**src/rtl/csc_pkg.sv**
```systemverilog
// Shared definitions for the 3x3 colour-space converter: configuration
// address map, BT.601 full-range defaults and accumulator sizing.
package csc_pkg;

  // Configuration register map, row-major matrix then offsets.
  typedef enum logic [3:0] {
    ADDR_M11, ADDR_M12, ADDR_M13,
    ADDR_M21, ADDR_M22, ADDR_M23,
    ADDR_M31, ADDR_M32, ADDR_M33,
    ADDR_O1,  ADDR_O2,  ADDR_O3
  } cfg_addr_e;

  // BT.601 full-range RGB->YCbCr, Q1.10 (0x132,0x259,0x075,0x753,0x6AD,0x200,0x200,0x653,0x7AD).
  localparam int BT601_M [9] = '{306, 601, 117, -173, -339, 512, 512, -429, -83};
  localparam int BT601_OFF [3] = '{0, 128, 128};

  // Width that holds three products plus the scaled offset and rounding term.
  function automatic int acc_width(input int dw, input int cw, input int frac);
    int w_sum;
    int w_off;
    w_sum = dw + cw + 3;
    w_off = dw + frac + 3;
    return (w_sum > w_off) ? w_sum : w_off;
  endfunction

endpackage

```
**src/rtl/csc_dot3.sv**
```systemverilog
// One output row of the converter: three products (S1), adder tree with
// offset and rounding constant (S2), shift and clip register (S3).
// CSC_SAT_EN selects saturating clip; otherwise the low DW bits wrap.
module csc_dot3
  import csc_pkg::*;
#(
  parameter int DW   = 8,
  parameter int CW   = 11,
  parameter int FRAC = 10,
  parameter int OW   = DW + 1
) (
  input  logic                 clk,
  input  logic                 rst_n,
  input  logic                 en,
  input  logic [DW-1:0]        c0,
  input  logic [DW-1:0]        c1,
  input  logic [DW-1:0]        c2,
  input  logic signed [CW-1:0] m1,
  input  logic signed [CW-1:0] m2,
  input  logic signed [CW-1:0] m3,
  input  logic signed [OW-1:0] off,
  output logic [DW-1:0]        y
);

  localparam int PW = DW + CW + 1;
  localparam int AW = acc_width(DW, CW, FRAC);
  localparam logic signed [AW-1:0] RND = AW'(1) <<< (FRAC - 1);
`ifdef CSC_SAT_EN
  localparam logic signed [AW-1:0] Y_MAX = AW'((1 << DW) - 1);
`endif

  logic signed [PW-1:0] prod_d [3];
  logic signed [PW-1:0] prod_q [3];
  logic signed [OW-1:0] off_d, off_q;
  logic signed [AW-1:0] acc_d, acc_q;
  logic [DW-1:0]        y_d, y_q;
  logic signed [AW-1:0] res;

  // Pixel component is unsigned: zero-extend before the signed multiply.
  function automatic logic signed [PW-1:0] mul(input logic signed [CW-1:0] m,
                                               input logic [DW-1:0] c);
    logic signed [PW-1:0] me;
    logic signed [PW-1:0] ce;
    me = PW'(m);
    ce = PW'({1'b0, c});
    return me * ce;
  endfunction

  // Next state of all three stages; everything holds while en is low.
  always_comb begin
    // NOTE: every variable gets a default first so no path leaves it unassigned (no latch).
    prod_d = prod_q;
    off_d  = off_q;
    acc_d  = acc_q;
    y_d    = y_q;
    res    = acc_q >>> FRAC;
    if (en) begin
      prod_d[0] = mul(m1, c0);
      prod_d[1] = mul(m2, c1);
      prod_d[2] = mul(m3, c2);
      off_d     = off;
      acc_d     = AW'(prod_q[0]) + AW'(prod_q[1]) + AW'(prod_q[2])
                + (AW'(off_q) <<< FRAC) + RND;
`ifdef CSC_SAT_EN
      if (res < 0)          y_d = '0;
      else if (res > Y_MAX) y_d = '1;
      else                  y_d = res[DW-1:0];
`else
      y_d = res[DW-1:0];
`endif
    end
  end

`ifndef CSC_SAT_EN
  // Upper result bits are deliberately dropped by the wrap-around clip.
  logic unused_res_hi;
  assign unused_res_hi = ^res[AW-1:DW];
`endif

  // Stage registers with synchronous active-low reset.
  always_ff @(posedge clk) begin
    // NOTE: sequential state uses non-blocking assignments only; combinational blocks use blocking.
    if (!rst_n) begin
      prod_q <= '{default: '0};
      off_q  <= '0;
      acc_q  <= '0;
      y_q    <= '0;
    end else begin
      prod_q <= prod_d;
      off_q  <= off_d;
      acc_q  <= acc_d;
      y_q    <= y_d;
    end
  end

  assign y = y_q;

endmodule

```
**src/rtl/csc3x3_pipe.sv**
```systemverilog
// Programmable 3x3 colour-space converter, 3-stage valid/ready pipeline.
// Double-buffered coefficient bank; the active bank is captured into S1
// together with each pixel. Define CSC_SAT_EN for saturating output clip.
module csc3x3_pipe
  import csc_pkg::*;
#(
  parameter int DW   = 8,
  parameter int CW   = 11,
  parameter int FRAC = 10,
  parameter int OW   = DW + 1,
  parameter int RST_M [9]   = BT601_M,
  parameter int RST_OFF [3] = BT601_OFF
) (
  input  logic          iClk,
  input  logic          iRst,
  input  logic          iValid,
  output logic          oReady,
  input  logic [DW-1:0] iC0,
  input  logic [DW-1:0] iC1,
  input  logic [DW-1:0] iC2,
  output logic          oValid,
  input  logic          iReady,
  output logic [DW-1:0] oC0,
  output logic [DW-1:0] oC1,
  output logic [DW-1:0] oC2,
  input  logic          iCfgWe,
  input  logic [3:0]    iCfgAddr,
  input  logic [CW-1:0] iCfgData,
  input  logic          iCfgCommit
);

  logic signed [CW-1:0] sh_m_q [9], sh_m_d [9], act_m_q [9], act_m_d [9];
  logic signed [OW-1:0] sh_o_q [3], sh_o_d [3], act_o_q [3], act_o_d [3];
  logic [1:0]           o_idx;
  logic [2:0]           vld_d, vld_q;
  logic                 adv, in_fire;
  logic [DW-1:0]        row_y [3];

  // Shadow writes and commit; commit copies the pre-write shadow contents.
  always_comb begin
    sh_m_d  = sh_m_q;
    sh_o_d  = sh_o_q;
    act_m_d = act_m_q;
    act_o_d = act_o_q;
    o_idx   = 2'(iCfgAddr - 4'(ADDR_O1));
    if (iCfgWe) begin
      if (iCfgAddr <= ADDR_M33)     sh_m_d[iCfgAddr] = iCfgData;
      else if (iCfgAddr <= ADDR_O3) sh_o_d[o_idx]    = iCfgData[OW-1:0];
    end
    if (iCfgCommit) begin
      act_m_d = sh_m_q;
      act_o_d = sh_o_q;
    end
  end

  // Coefficient and offset banks.
  always_ff @(posedge iClk) begin
    // NOTE: the banks are reset on purpose: the converter must run BT.601 straight out of reset.
    if (!iRst) begin
      for (int i = 0; i < 9; i++) begin
        sh_m_q[i]  <= CW'(RST_M[i]);
        act_m_q[i] <= CW'(RST_M[i]);
      end
      for (int i = 0; i < 3; i++) begin
        sh_o_q[i]  <= OW'(RST_OFF[i]);
        act_o_q[i] <= OW'(RST_OFF[i]);
      end
    end else begin
      sh_m_q  <= sh_m_d;
      sh_o_q  <= sh_o_d;
      act_m_q <= act_m_d;
      act_o_q <= act_o_d;
    end
  end

  // Shared handshake: the whole pipeline advances only when the output slot frees up.
  always_comb begin
    adv     = !vld_q[2] || iReady;
    in_fire = iValid && adv;
    vld_d   = adv ? {vld_q[1:0], in_fire} : vld_q;
  end

  // Per-stage valid bits.
  always_ff @(posedge iClk) begin
    if (!iRst) vld_q <= '0;
    else       vld_q <= vld_d;
  end

  for (genvar r = 0; r < 3; r++) begin : g_row
    csc_dot3 #(
      .DW  (DW),
      .CW  (CW),
      .FRAC(FRAC),
      .OW  (OW)
    ) u_row (
      .clk  (iClk),
      .rst_n(iRst),
      .en   (adv),
      .c0   (iC0),
      .c1   (iC1),
      .c2   (iC2),
      .m1   (act_m_q[3*r]),
      .m2   (act_m_q[3*r+1]),
      .m3   (act_m_q[3*r+2]),
      .off  (act_o_q[r]),
      .y    (row_y[r])
    );
  end

  assign oReady = adv;
  assign oValid = vld_q[2];
  assign oC0    = row_y[0];
  assign oC1    = row_y[1];
  assign oC2    = row_y[2];

endmodule

```
**config.mk**
```make
export PLATFORM = sky130hd
export DESIGN_NAME = csc3x3_pipe
export DESIGN_NICKNAME = d
export VERILOG_FILES = /design/src/rtl/csc_pkg.sv /design/src/rtl/csc_dot3.sv /design/src/rtl/csc3x3_pipe.sv
export SDC_FILE = /design/constraint.sdc
export NUM_CORES = 2
export LEC_CHECK = 0
export CORE_ASPECT_RATIO = 1.25
export CORE_UTILIZATION = 35
export CTS_CLUSTER_SIZE = 20
export DETAILED_ROUTE_END_ITERATION = 16
export GPL_ROUTABILITY_DRIVEN = 0
export PLACE_DENSITY_LB_ADDON = 0.12
export SLEW_MARGIN = 20
export SYNTH_ARGS = -nofsm -noshare
export SYNTH_HDL_FRONTEND = slang
export SYNTH_HIERARCHICAL = 1
export SYNTH_SLANG_ARGS = --single-unit
```
**constraint.sdc**
```tcl
create_clock -name iClk -period 6.7 [get_ports iClk]
set_input_delay 1.675 -clock iClk [delete_from_list [all_inputs] [get_ports iClk]]
set_output_delay 1.675 -clock iClk [all_outputs]
set_load 0.01 [all_outputs]
```
==> flow_metrics.py <==
metrics = {
    "placed_design": {
        "dp_cells": 7064,
        "port-buffer-count": 70,
        "place_worst_setup_slack_ns": 0.127,
        "dp.final_hpwl_mm": 101,
        "post_dp_cell_area_um2": 51500,
    },
    "cts": {
        "htree_levels": 2,
        "ctsLongestPathBuffers": 3,
        "cts_hold_buf": 0,
        "cts_inserted_buffers": 58,
        "postCtsResizedCells": 0,
        "cts_tree": "done",
        "clkLatencyLatePin_ns": 0.68,
        "post-cts-setup-buffer-count": 0,
        "cts_sinks": 483,
        "clk_transition_reported_paths_ns": 0.06,
        "clock-root-buffer": "clkbuf_16",
    },
    "min_path": {
        "timing.hold.worst_path_depth": 2,
        "hold_path_startpoint": "g_row[0].u_row/acc_q[10]$_SDFFE_PN0P_",
        "hold_endpoint": "g_row[0].u_row/acc_q[10]$_SDFFE_PN0P_",
        "hp-class": "flip-flop to flip-flop",
    },
    "timing": {
        "grt_setup_unrepaired": "false",
        "setup_viol": 0,
        "hold_slack_ns": 0.453,
        "max_slew_margin_pct": 18.5,
        "clock-skew-final_ns": 0.0411,
        "timing_worst_slew_pin_value_ns": 1.22,
        "final-hold-violation-count": 0,
        "final_worst_setup_slack_ns": 0.816,
        "setup_tns_ns": 0,
        "max_clock_freq_ghz": 0.170,
        "report.final.slew_viol_count": 0,
        "tmin_final_ns": 5.88,
        "final.period_utilization_pct": 87.8,
    },
    "die": {
        "die_ar_um2": 140000,
        "pin_count": 71,
        "floorplan.initialDensity_pct": 35.2,
        "fp.dieH_um": 418,
        "dieWidth_um": 335,
        "num_rows": 152,
        "core_region_area_um2": 137000,
    },
    "route": {
        "drcViolationCount": 0,
        "detailroute.via_count": 33800,
        "drt-initial-drc-count": 1383,
        "avgRoutedWirePerCell_um": 18.4,
        "drt_total_wl_mm": 132,
        "detailedRoute.firstPassIterationCount": 5,
        "route.antenna.remaining_nets": 0,
        "route.detailed.vias_per_inst": 4.70,
    },
    "finish": {
        "synthToLayoutAreaGrowth_pct": 11.1,
        "finalNetCount": 6377,
        "stdcell_count": 7174,
        "drive_above_1_share_pct": 4.58,
        "post-route-cell-area_um2": 53700,
    },
    "setup_path": {
        "worst_r2r_endpoint": "g_row[0].u_row/prod_q[56]$_SDFFE_PN0P_",
        "critical_path.startpoint_type": "primary input",
        "kind_of_critical_path": "primary input to flip-flop",
        "critical_path.max_fanout": 28,
        "critical_path.endpoint_type": "flip-flop",
        "worst_case_reg_to_reg_path_depth": 16,
        "critical_path_arrival_ns": 6.40,
        "rr_startpoint": "act_m_q[94]$_SDFFE_PN0P_",
        "reg2reg_slack_ns": 2.01,
        "cp.required_ns": 7.22,
    },
    "pwr": {
        "ir_drop_mv": 0.225,
        "powerDensity_nw_per_um2": 275,
        "p_leak_uw": 0.0269,
    },
    "outcome": {
        "run_status": "complete, no violations",
    },
    "global_routing": {
        "grt_usage_pct": 19.4,
        "first_global_vias": 35800,
        "gr-total-overflow": 0,
        "grt_start_max_net_pins": 145,
        "antenna_found_initial": 4,
        "grt_first_pass_wirelength_mm": 209,
    },
    "yosys": {
        "postSynthNetCount": 6360,
        "synth_area_um2": 48400,
        "synth_instances": 5259,
        "syn-mean-instance-area_um2": 9.20,
        "number_of_warning_messages_in_the_yosys_log": 6,
    },
    "job": {
        "max-cap-violations": 0,
    },
}
## critical path, stage by stage
cell             delay, ns
clkdlybuf4s50_1       0.51
buf_12                0.21
buf_4                 0.18
nand2_1               0.07
fa_1                  0.52
inv_1                 0.05
fa_1                  0.46
ha_1                  0.29
inv_1                 0.05
fa_1                  0.47
inv_1                 0.06
ha_1                  0.26
a21o_1                0.17
a211oi_1              0.37
o21ai_1               0.20
a311oi_2              0.42
o21ai_0               0.20
nand4b_1              0.13
o211ai_1              0.09
## metal layers
metal	vias up	track usage [%]	share of wire, %
met5	-	0	0.0099
met4	2	6.38	3.4
met3	137	1.88	2.5
met2	385	35.3	51
met1	16800	23.7	43
li1	16400	-	-
## registers in the layout, summed over array words and instances, names as in the netlist
register	flops
act_m_q	99
act_o_q	24
g_row.u_row/acc_q	24
g_row.u_row/off_q	24
g_row.u_row/prod_q	162
g_row.u_row/y	24
sh_m_q	99
sh_o_q	24
vld_q	3
## through the flow
step | power (µW) | utilization (%)
2_1_floorplan | 9090 | -
3_3_place_gp | 11300 | 37.5
3_5_place_dp | 11300 | 37.5
4_1_cts | 15100 | 39.1
5_1_grt | 16100 | 39.1
6_report | 14800 | 39.1
## power breakdown
part,internal [µW],switching [µW],total (µW)
logic,3370,4150,7520
clock network,2210,1430,3640
registers,3240,380,3620
total,8820,5960,14800
## cell type report
cell class | count | area [µm²]
fill | 14000 | 83600
clock buffer | 74 | 1610
multi-input combinational | 3612 | 34300
antenna | 1 | 2.50
sequential | 483 | 9670
tap | 1848 | 2310
clock inverter | 35 | 586
inverter | 963 | 3610
timing repair buffer | 158 | 1670
## cell usage in the layout (no fill, tap or decap), types with 13 or more instances in the layout
master / n
a31oi_1: 22
dfxtp_1: 483
clkbuf_16: 58
nand2_1: 576
buf_12: 24
a211oi_1: 30
o21a_1: 29
nor2_1: 239
o21ai_0: 77
fa_1: 672
clkdlybuf4s50_1: 68
or3_1: 18
nor2b_1: 136
o211ai_1: 19
buf_4: 64
xor2_1: 36
a21o_1: 35
mux2i_1: 385
bufinv_16: 13
nand3_1: 67
and2_1: 435
o21bai_1: 20
and3_1: 18
xnor2_1: 137
nor3_1: 35
a21oi_1: 100
inv_1: 958
ha_1: 384
## how the worst max path moves through the flow
stage                       from                                      to  depth (start not counted)
final                     iC0[1]  g_row[2].u_row/prod_q[55]$_SDFFE_PN0P_                         19
after global routing      iC0[1]  g_row[2].u_row/prod_q[55]$_SDFFE_PN0P_                         19
after CTS                 iC0[1]  g_row[2].u_row/prod_q[55]$_SDFFE_PN0P_                         19
after detailed placement  iC0[1]  g_row[2].u_row/prod_q[55]$_SDFFE_PN0P_                         19
after global placement    iC0[2]  g_row[0].u_row/prod_q[56]$_SDFFE_PN0P_                         18
after floorplan           iC0[2]  g_row[0].u_row/prod_q[56]$_SDFFE_PN0P_                         17
No activity file was read; power rests on OpenSTA's default activity.
